[src/rtl/seq_signed_div_pkg.sv]
// Shared definitions for the sequential signed/unsigned divider.
//   state_t    : FSM state encoding (IDLE/RUN/FIX/ERR, 2 bits)
//   cnt_width  : width of the step counter for a given operand width
package seq_signed_div_pkg;

  typedef enum logic [1:0] {
    IDLE = 2'd0,
    RUN  = 2'd1,
    FIX  = 2'd2,
    ERR  = 2'd3
  } state_t;

  // Counter must hold W-1; operand width is at least 2, so never below 1 bit.
  function automatic int cnt_width(input int w);
    if (w > 2) begin
      return $clog2(w);
    end else begin
      return 1;
    end
  endfunction

endpackage

[src/rtl/seq_signed_div_step.sv]
// One combinational restoring-division step.
//   part      in  W+1  current partial remainder (always < dvs)
//   bit_in    in  1    next dividend bit, MSB first
//   dvs       in  W+1  divisor magnitude
//   part_next out W+1  partial remainder after this step
//   qbit      out 1    quotient bit produced by this step
module seq_signed_div_step #(
  parameter int W = 6
) (
  input  logic [W:0] part,
  input  logic       bit_in,
  input  logic [W:0] dvs,
  output logic [W:0] part_next,
  output logic       qbit
);

  logic [W+1:0] shifted_s;

  // Shift in the next dividend bit and trial-subtract; restore on a negative result.
  always_comb begin
    shifted_s = {part, bit_in};
    if (shifted_s >= {1'b0, dvs}) begin
      qbit      = 1'b1;
      part_next = (W+1)'(shifted_s - {1'b0, dvs});
    end else begin
      qbit      = 1'b0;
      part_next = (W+1)'(shifted_s);
    end
  end

endmodule

[src/rtl/seq_signed_div.sv]
// Multi-cycle restoring divider, one quotient bit per clock.
// Parameters: W (operand width, >= 2), SIGNED (1: two's complement, 0: unsigned).
// Ports:
//   clk, rst_n           clock, asynchronous active-low reset
//   start                request, accepted only when idle
//   dividend, divisor    operands, sampled on the accepting edge
//   busy                 high from the accepting edge until done
//   done                 one-cycle pulse when results are valid
//   quotient, remainder  results (truncated toward zero), held
//   err                  divide-by-zero or signed overflow, valid with done
// Build option: define SEQDIV_SAT_EN to saturate the quotient on signed
// overflow (-2^(W-1) / -1) to +(2^(W-1)-1); otherwise it wraps to -2^(W-1).
module seq_signed_div
  import seq_signed_div_pkg::*;
#(
  parameter int W      = 6,
  parameter bit SIGNED = 1'b1
) (
  input  logic         clk,
  input  logic         rst_n,
  input  logic         start,
  input  logic [W-1:0] dividend,
  input  logic [W-1:0] divisor,
  output logic         busy,
  output logic         done,
  output logic [W-1:0] quotient,
  output logic [W-1:0] remainder,
  output logic         err
);

  localparam int           CW      = cnt_width(W);
  localparam logic [W-1:0] MIN_NEG = {1'b1, {(W-1){1'b0}}};
  localparam logic [W-1:0] MAX_POS = ~MIN_NEG;

`ifdef SEQDIV_SAT_EN
  localparam bit SAT_EN = 1'b1;
`else
  localparam bit SAT_EN = 1'b0;
`endif

  state_t          state_r, state_s;
  logic [CW-1:0]   count_r;
  // Dividend magnitude shifts out MSB first while quotient bits shift in.
  logic [W-1:0]    dq_r;
  logic [W:0]      part_r;
  logic [W:0]      dvs_r;
  logic [W-1:0]    dvd_raw_r;
  logic            sgn_n_r, sgn_d_r;
  logic            busy_r, done_r, err_r;
  logic [W-1:0]    quot_r, rem_r;

  logic            accept_s;
  logic            sgn_n_s, sgn_d_s;
  logic [W:0]      dvd_mag_s, dvs_mag_s;
  logic [W:0]      part_next_s;
  logic            qbit_s;
  logic [W:0]      q_fix_s, r_fix_s;
  logic            ovf_s;

  // Sign-extend (or zero-extend when unsigned) to the W+1-bit internal width.
  function automatic logic [W:0] widen(input logic [W-1:0] v);
    if (SIGNED) begin
      return {v[W-1], v};
    end else begin
      return {1'b0, v};
    end
  endfunction

  // Two's-complement negate when requested; W+1 bits so -2^(W-1) negates cleanly.
  function automatic logic [W:0] neg_if(input logic [W:0] v, input logic n);
    if (n) begin
      return (~v) + (W+1)'(1);
    end else begin
      return v;
    end
  endfunction

  seq_signed_div_step #(.W(W)) u_step (
    .part      (part_r),
    .bit_in    (dq_r[W-1]),
    .dvs       (dvs_r),
    .part_next (part_next_s),
    .qbit      (qbit_s)
  );

  // Operand magnitudes and sign bits for the accepting edge.
  always_comb begin
    sgn_n_s   = SIGNED & dividend[W-1];
    sgn_d_s   = SIGNED & divisor[W-1];
    dvd_mag_s = neg_if(widen(dividend), sgn_n_s);
    dvs_mag_s = neg_if(widen(divisor), sgn_d_s);
  end

  // Sign correction of the finished magnitudes and overflow detection.
  always_comb begin
    q_fix_s = neg_if({1'b0, dq_r}, sgn_n_r ^ sgn_d_r);
    r_fix_s = neg_if(part_r, sgn_n_r);
    ovf_s   = SIGNED && (dvd_raw_r == MIN_NEG) && sgn_d_r && (dvs_r == (W+1)'(1));
  end

  // FSM state register.
  always_ff @(posedge clk or negedge rst_n) begin
    if (!rst_n) begin
      state_r <= IDLE;
    end else begin
      state_r <= state_s;
    end
  end

  // FSM next-state logic; a request is only taken while idle.
  always_comb begin
    state_s  = state_r;
    accept_s = 1'b0;
    case (state_r)
      IDLE: begin
        if (start) begin
          accept_s = 1'b1;
          if (divisor == {W{1'b0}}) begin
            state_s = ERR;
          end else begin
            state_s = RUN;
          end
        end else begin
          state_s = IDLE;
        end
      end
      RUN: begin
        if (count_r == {CW{1'b0}}) begin
          state_s = FIX;
        end else begin
          state_s = RUN;
        end
      end
      FIX:     state_s = IDLE;
      ERR:     state_s = IDLE;
      default: state_s = IDLE;
    endcase
  end

  // Operand capture and the per-cycle restoring step.
  always_ff @(posedge clk or negedge rst_n) begin
    if (!rst_n) begin
      count_r   <= {CW{1'b0}};
      dq_r      <= {W{1'b0}};
      part_r    <= {(W+1){1'b0}};
      dvs_r     <= {(W+1){1'b0}};
      dvd_raw_r <= {W{1'b0}};
      sgn_n_r   <= 1'b0;
      sgn_d_r   <= 1'b0;
    end else begin
      case (state_r)
        IDLE: begin
          if (accept_s) begin
            count_r   <= CW'(W-1);
            dq_r      <= W'(dvd_mag_s);
            part_r    <= {(W+1){1'b0}};
            dvs_r     <= dvs_mag_s;
            dvd_raw_r <= dividend;
            sgn_n_r   <= sgn_n_s;
            sgn_d_r   <= sgn_d_s;
          end
        end
        RUN: begin
          count_r <= count_r - CW'(1);
          dq_r    <= {dq_r[W-2:0], qbit_s};
          part_r  <= part_next_s;
        end
        default: begin
          count_r <= count_r;
        end
      endcase
    end
  end

  // Registered handshake and result outputs.
  always_ff @(posedge clk or negedge rst_n) begin
    if (!rst_n) begin
      busy_r <= 1'b0;
      done_r <= 1'b0;
      err_r  <= 1'b0;
      quot_r <= {W{1'b0}};
      rem_r  <= {W{1'b0}};
    end else begin
      done_r <= 1'b0;
      case (state_r)
        IDLE: begin
          if (accept_s) begin
            busy_r <= 1'b1;
          end
        end
        FIX: begin
          busy_r <= 1'b0;
          done_r <= 1'b1;
          err_r  <= ovf_s;
          rem_r  <= W'(r_fix_s);
          if (ovf_s && SAT_EN) begin
            quot_r <= MAX_POS;
          end else begin
            quot_r <= W'(q_fix_s);
          end
        end
        ERR: begin
          busy_r <= 1'b0;
          done_r <= 1'b1;
          err_r  <= 1'b1;
          quot_r <= {W{1'b0}};
          rem_r  <= dvd_raw_r;
        end
        default: begin
          busy_r <= busy_r;
        end
      endcase
    end
  end

  assign busy      = busy_r;
  assign done      = done_r;
  assign err       = err_r;
  assign quotient  = quot_r;
  assign remainder = rem_r;

endmodule

[config.mk]
export PLATFORM = sky130hd
export DESIGN_NAME = seq_signed_div
export DESIGN_NICKNAME = d
export VERILOG_FILES = /design/src/rtl/seq_signed_div_pkg.sv /design/src/rtl/seq_signed_div_step.sv /design/src/rtl/seq_signed_div.sv
export SDC_FILE = /design/constraint.sdc
export NUM_CORES = 1
export LEC_CHECK = 0
export ABC_CLOCK_PERIOD_IN_PS = 2400
export CORE_ASPECT_RATIO = 1.25
export CORE_MARGIN = 10
export CORE_UTILIZATION = 50
export DETAILED_ROUTE_END_ITERATION = 7
export GPL_ROUTABILITY_DRIVEN = 0
export GPL_TIMING_DRIVEN = 1
export PLACE_DENSITY = 0.77
export REMOVE_ABC_BUFFERS = 1
export SYNTH_ARGS = -nofsm -noshare
export SYNTH_HDL_FRONTEND = slang
export SYNTH_HIERARCHICAL = 1
export SYNTH_SLANG_ARGS = --single-unit
[constraint.sdc]
create_clock -name clk -period 2.4 [get_ports clk]
set_input_delay 0.6 -clock clk [delete_from_list [all_inputs] [get_ports clk]]
set_output_delay 0.6 -clock clk [all_outputs]
set_load 0.02 [all_outputs]
# Word-level counts from Yosys, hierarchy flattened
# Cells that the tools add are included.
[word_totals]
in_bits = 15
elab_cells = 67
out_inout_bits = 15
ff_bits = 48
[op_classes]
eq_ne = 6
muxes = 24
n_bitwise = 5
n_addsub = 6
order_cmp = 1
reduce_logical = 12
[op_table]
columns = ["operator", "n"]
rows = [
  ["one-hot mux 6 bit (2 select lines)", 3],
  ["two-way mux 6 bit", 4],
  ["two-way mux 7 bit", 3],
  ["adder 6 x 1 -> 6 bit (second input constant)", 3],
  ["inverter 6 bit", 3],
  ["one-hot mux 7 bit (2 select lines)", 1],
  [">= comparator 8 x 7 -> 1 bit", 1],
  ["adder 7 x 1 -> 7 bit (second input constant)", 1],
  ["equality test 7 x 1 -> 1 bit (second input constant)", 1],
  ["inverter 7 bit", 1],
  ["subtractor 7 bit", 1],
  ["equality test 6 bit (second input constant)", 1],
  ["logical NOT 6 bit", 1],
  ["two-way mux 2 bit", 3],
  ["one-hot mux 2 bit (3 select lines)", 1],
  ["one-hot mux 3 bit (2 select lines)", 1],
  ["AND reduction 2 bit", 3],
  ["nonzero test 2 bit", 3],
  ["two-way mux 1 bit", 5],
  ["equality test 2 bit (second input constant)", 2],
  ["one-hot mux 1 bit (2 select lines)", 2],
  ["logical NOT 3 bit", 1],
  ["two-way mux 3 bit", 1],
  ["subtractor 3 x 1 -> 3 bit (second input constant)", 1],
  ["other kinds (6)", 7],
]

# Longest topological paths before layout
[logic_depth]
ltp_word = 5
depth_mapped = 10
mapped_depth_nobuf = 10

# Hierarchy
# Netlist, hierarchy kept.
[modules_own_cells]
columns = ["module", "seq_area_each_um2", "instances", "area_per_inst_um2", "cells_per_inst"]
rows = [
  ["seq_signed_div", 1176.1, 1, 2366.0, 250],
  ["seq_signed_div_step", 0.0, 1, 464.2, 58],
]

# Worst setup path after synthesis
# No wires, ideal clock.
[synth_path]
kind = "reg-to-reg"
startpoint = "register dq_r[5]"
endpoint = "register part_r[4]"
required_ns = 2.276
slack_ns = 0.232
synth_period_minus_slack_ns = 2.168
path_stages_with_launch = 11
n_path_buf = 0
arrival_time_ns = 2.044
cell_sequence = "dfrtp_1 > inv_1 > ha_1 > fa_1 > nand2b_1 > a21oi_4 > o221ai_2 > nand2_4 > mux2_4 > nand2_1 > o31ai_1"
[synth_via]
elab_chain_cells = 3
elab_cells_between_ends = 4
classes_between = "add/sub: 1; order compare: 1; mux: 2"
[synth_lines]
columns = ["item", "line_no", "source"]
rows = [
  ["from (decl)", "seq_signed_div.sv:44", "logic [W-1:0] dq_r;"],
  ["from (signal assigned)", "seq_signed_div.sv:144", "dq_r <= {W{1'b0}};"],
  ["from (signal assigned)", "seq_signed_div.sv:155", "dq_r <= W'(dvd_mag_s);"],
  ["from (signal assigned)", "seq_signed_div.sv:165", "dq_r <= {dq_r[W-2:0], qbit_s};"],
  ["subtractor 7 bit or >= comparator 8 x 7 -> 1 bit (tied branches)", "seq_signed_div_step.sv:24, seq_signed_div_step.sv:22", ""],
  ["two-way mux 7 bit *", "seq_signed_div_step.sv:22", "if (shifted_s >= {1'b0, dvs}) begin"],
  ["via part_next_s[4]", "seq_signed_div.sv:55", "logic [W:0] part_next_s;"],
  ["one-hot mux 7 bit (2 select lines) *", "seq_signed_div.sv:151", "case (state_r)"],
  ["to (signal assigned)", "seq_signed_div.sv:145", "part_r <= {(W+1){1'b0}};"],
  ["to (signal assigned)", "seq_signed_div.sv:156", "part_r <= {(W+1){1'b0}};"],
  ["to (signal assigned)", "seq_signed_div.sv:166", "part_r <= part_next_s;"],
  ["to (decl)", "seq_signed_div.sv:45", "logic [W:0] part_r;"],
]
# The timed path passes the listed nets; every way through them passes the cells marked *.
# A chain may end at the register's enable or synchronous reset.

# Worst setup path in the final report
# Same ends and word-level chain as after synthesis.

==> flow_summary_export.csv <==
group,metric,value,unit
status,status,"finished clean",
timing,period_minus_slack,2260,ps
clocking,ctsLongestPathBuffers,2,
final_layout,nNetsFinal,367,
logic_synthesis,synth_cell_type_count,51,
logic_synthesis,netlist_area,0.00283,mm²
hold_path,hold_class,"in2async",
flow_run,cap_violations,0,
logic_synthesis,synth_most_common_cell,"nand2_1",
drt,via_per_inst,5.54,
critical_path,crit_slowest_cell,"dfrtp_1",
floorplanning,die_h,104,µm
logic_synthesis,synth-edff-count,0,
drt,wl_per_cell,14.9,µm
placement,port_buffers,29,
final_layout,layout-area-overhead-vs-synth,15.9,%
global_routing,grt_overflow,0,
pwr,power.leakage,1.50,nW
drt,drt-total-wl,5.99,mm
logic_synthesis,synth_fa_ha_area_share,6.45,%
logic_synthesis,synth_top_area_share,41.6,%
critical_path,ff2ff_path_depth,10,
clocking,cts.sinks,47,
timing,drv_slew,0,
logic_synthesis,yosys.area.top_type,"dfrtp_1",
timing,hold_viol_final,0,
floorplanning,coreArea,0.00548,mm²
logic_synthesis,async_flop_share,100,%
critical_path,cp.required,2580,ps
logic_synthesis,synthTopCellsByCount,"nand2_1 (48), dfrtp_1 (47), inv_1 (23), nor2_1 (23), o21ai_0 (20)",
clocking,cts_hold_buf,0,
drt,ant_nets,0,
final_layout,drive_gt1_share,10.9,%
final_layout,n_antenna_cell,0,
drt,drt_iter0_drc,135,
timing,setup_tns,0,ps
logic_synthesis,synth-simple-area-share,20.0,%
clocking,cts.htree.levels,2,
final_layout,nFillCells,502,
global_routing,use_met1,17.7,%
timing,grt_setup_unrepaired,"no",
critical_path,critPathMaxStageDelay,390,ps
global_routing,track_usage,13.7,%
timing,fin_crit_sh,94.4,%
floorplanning,fp-row-count,30,
drt,dr.pass1.iters,4,
critical_path,worst_setup_path_start_kind,"flip-flop",
floorplanning,die-area,0.00909,mm²
floorplanning,io_pins,30,
global_routing,grt_first_pass_wirelength,10.5,mm
pwr,fin_total_pwr,4.94,mW
floorplanning,die_x,87.3,µm
global_routing,grt_max_degree,37,
logic_synthesis,ys_seq_area_share,41.6,%
logic_synthesis,synth_top_family_by_area,"simple AND/OR/NAND/NOR gates",
critical_path,crit_fanout,8,
timing,finClkSkew,7.60,ps
critical_path,path_cells,"inv_1 -> ha_1 -> fa_1 -> nand2b_1 -> a21oi_4 -> o221ai_2 -> nand2_4 -> mux2_4 -> nand2_1 -> o31ai_1",
logic_synthesis,synth_flop_cell,"dfrtp_1",
global_routing,busiest_layer,"met2",
drt,dr_total_vias,2226,
final_layout,utilization,59.8,%
logic_synthesis,syn_avg_cell_area,9.19,µm²
timing,setup_slack,135,ps
clocking,post_cts_resized,0,
logic_synthesis,synth-seq-cells,47,
clocking,cts_setup_buffers,0,
clocking,cts.clk_slew.worst_paths,90,ps
logic_synthesis,ys_warn_count,6,
clocking,clk_latency,300,ps
drt,drc,0,
logic_synthesis,synth_mux_area_share,5.92,%
timing,slew_headroom,55.8,%
logic_synthesis,synthesis.instances,308,
floorplanning,start_util,51.6,%
global_routing,grt_antenna_before_repair,0,
timing,finalSetupViolCount,0,
critical_path,crit_arrival,2440,ps
placement,post-place-cells,395,
clocking,clockRootBuffer,"clkbuf_8",
global_routing,grtUsageMet3,3.84,%
critical_path,crit_type,"reg2reg",
critical_path,end_kind,"flip-flop",
global_routing,grt_pass1_vias,2225,
clocking,cts_tree,"yes",
logic_synthesis,synth_area_leaders,"dfrtp_1 (42%), nand2_1 (6.4%), ha_1 (5.7%)",
clocking,cts_buffers,5,
pwr,power.density,1510,mW/mm²
placement,hpwlAfterDp,4.60,mm
timing,fmax,442,MHz
pwr,peakVddDrop,0.746,mV
logic_synthesis,synth-xor-area-share,4.64,%
logic_synthesis,synth_compound_area_share,14.9,%
final_layout,fin_cells,402,
placement,dpl_worst_slack,107,ps
global_routing,use_met2,21.4,%
timing,worst_slew_pin_slew,662,ps
routing by layer:
layer | wire length, µm | share of wire (%) | vias to the layer above
met4 | 126 | 2.1 | 0
met1 | 2710 | 45 | 1049
li1 | - | - | 1117
met5 | 0 | 0 | -
met2 | 2850 | 47 | 50
met3 | 309 | 5.2 | 10
layout by cell type (no fill, tap or decap), drive strengths merged, types with 2 or more instances in the layout:
master         netlist  final
nor2                24     24
nand3               12     12
mux2                 7      7
buf                 10     11
nand2b               5      5
a221oi               2      2
xnor2               11     11
or3b                 4      4
a211o                2      2
clkbuf               6      5
a31oi                4      4
a211oi               3      3
a22oi                2      2
o2bb2ai              3      3
nor4                 3      3
xor2                 4      4
o21ai               21     21
nand2               49     49
nor3                 7      7
nor2b                7      7
ha                  13     13
mux2i                7      7
clkdlybuf4s50        0     28
and3                 2      2
dfrtp               47     47
o31ai                8      8
inv                 23     23
a21oi                9      9
state kept, by name, summed over array words and instances, names as in the netlist:
register,cells
count_r,3
dq_r,6
dvs_r,7
err,1
busy,1
dvd_raw_r,6
part_r,7
sgn_d_r,1
quotient,6
remainder,6
state_r,2
done,1
cells by family (layout without fill, tap and decap cells):
family,after synthesis,count (layout)
AO/OA/AOI/OAI,61,61
XOR/XNOR,15,15
adder cells (fa/ha/maj),14,14
buffers and inverters,39,69
flip-flops,47,47
multiplexers,14,14
AND/OR/NAND/NOR,118,118
path summary, 6_finish.rpt:
path / from / endpoint / slack, ps
setup reg to reg: dq_r[5] / part_r[4] / 140
min in group clk: count_r[0] / count_r[0] / 470
max in group asynchronous: rst_n / remainder[3] / 1590
setup / recovery: dq_r[5] / part_r[4] / 140
hold reg to reg: count_r[0] / count_r[0] / 470
hold / removal: rst_n / dq_r[0] / 240
per-stage QoR:
step | hold slack [ps] | area (µm²)
6_report | 237 | 3280
5_1_grt | 265 | 3280
4_1_cts | 251 | 3280
3_5_place_dp | 464 | 3170
3_3_place_gp | 461 | 3170
2_1_floorplan | 304 | 2730
report_power, final:
group          total, mW  switching (mW)  internal (mW)
registers           1.53           0.377           1.15
clock network      0.559           0.255          0.304
logic               2.86            1.47           1.39
cell type report:
| class | instances | area (µm²) | share of cell area [%] |
|---|---|---|---|
| inverter | 23 | 86.3 | 2.63 |
| clock buffer | 5 | 68.8 | 2.10 |
| multi-input combinational | 222 | 1470 | 44.8 |
| timing repair buffer | 39 | 360 | 11.0 |
| tap | 64 | 80.1 | 2.44 |
| sequential | 47 | 1180 | 35.9 |
| clock inverter | 2 | 37.5 | 1.14 |
critical path: cells and delay by family, from the launching register on:
kind / cells / cell delay (ps)
AND/OR/NAND/NOR: 3 / 410
AO/OA/AOI/OAI: 3 / 340
buffers and inverters: 1 / 70
adder cells (fa/ha/maj): 2 / 610
multiplexers: 1 / 310
flip-flops: 1 / 390
No activity file was read; power rests on OpenSTA's default activity.
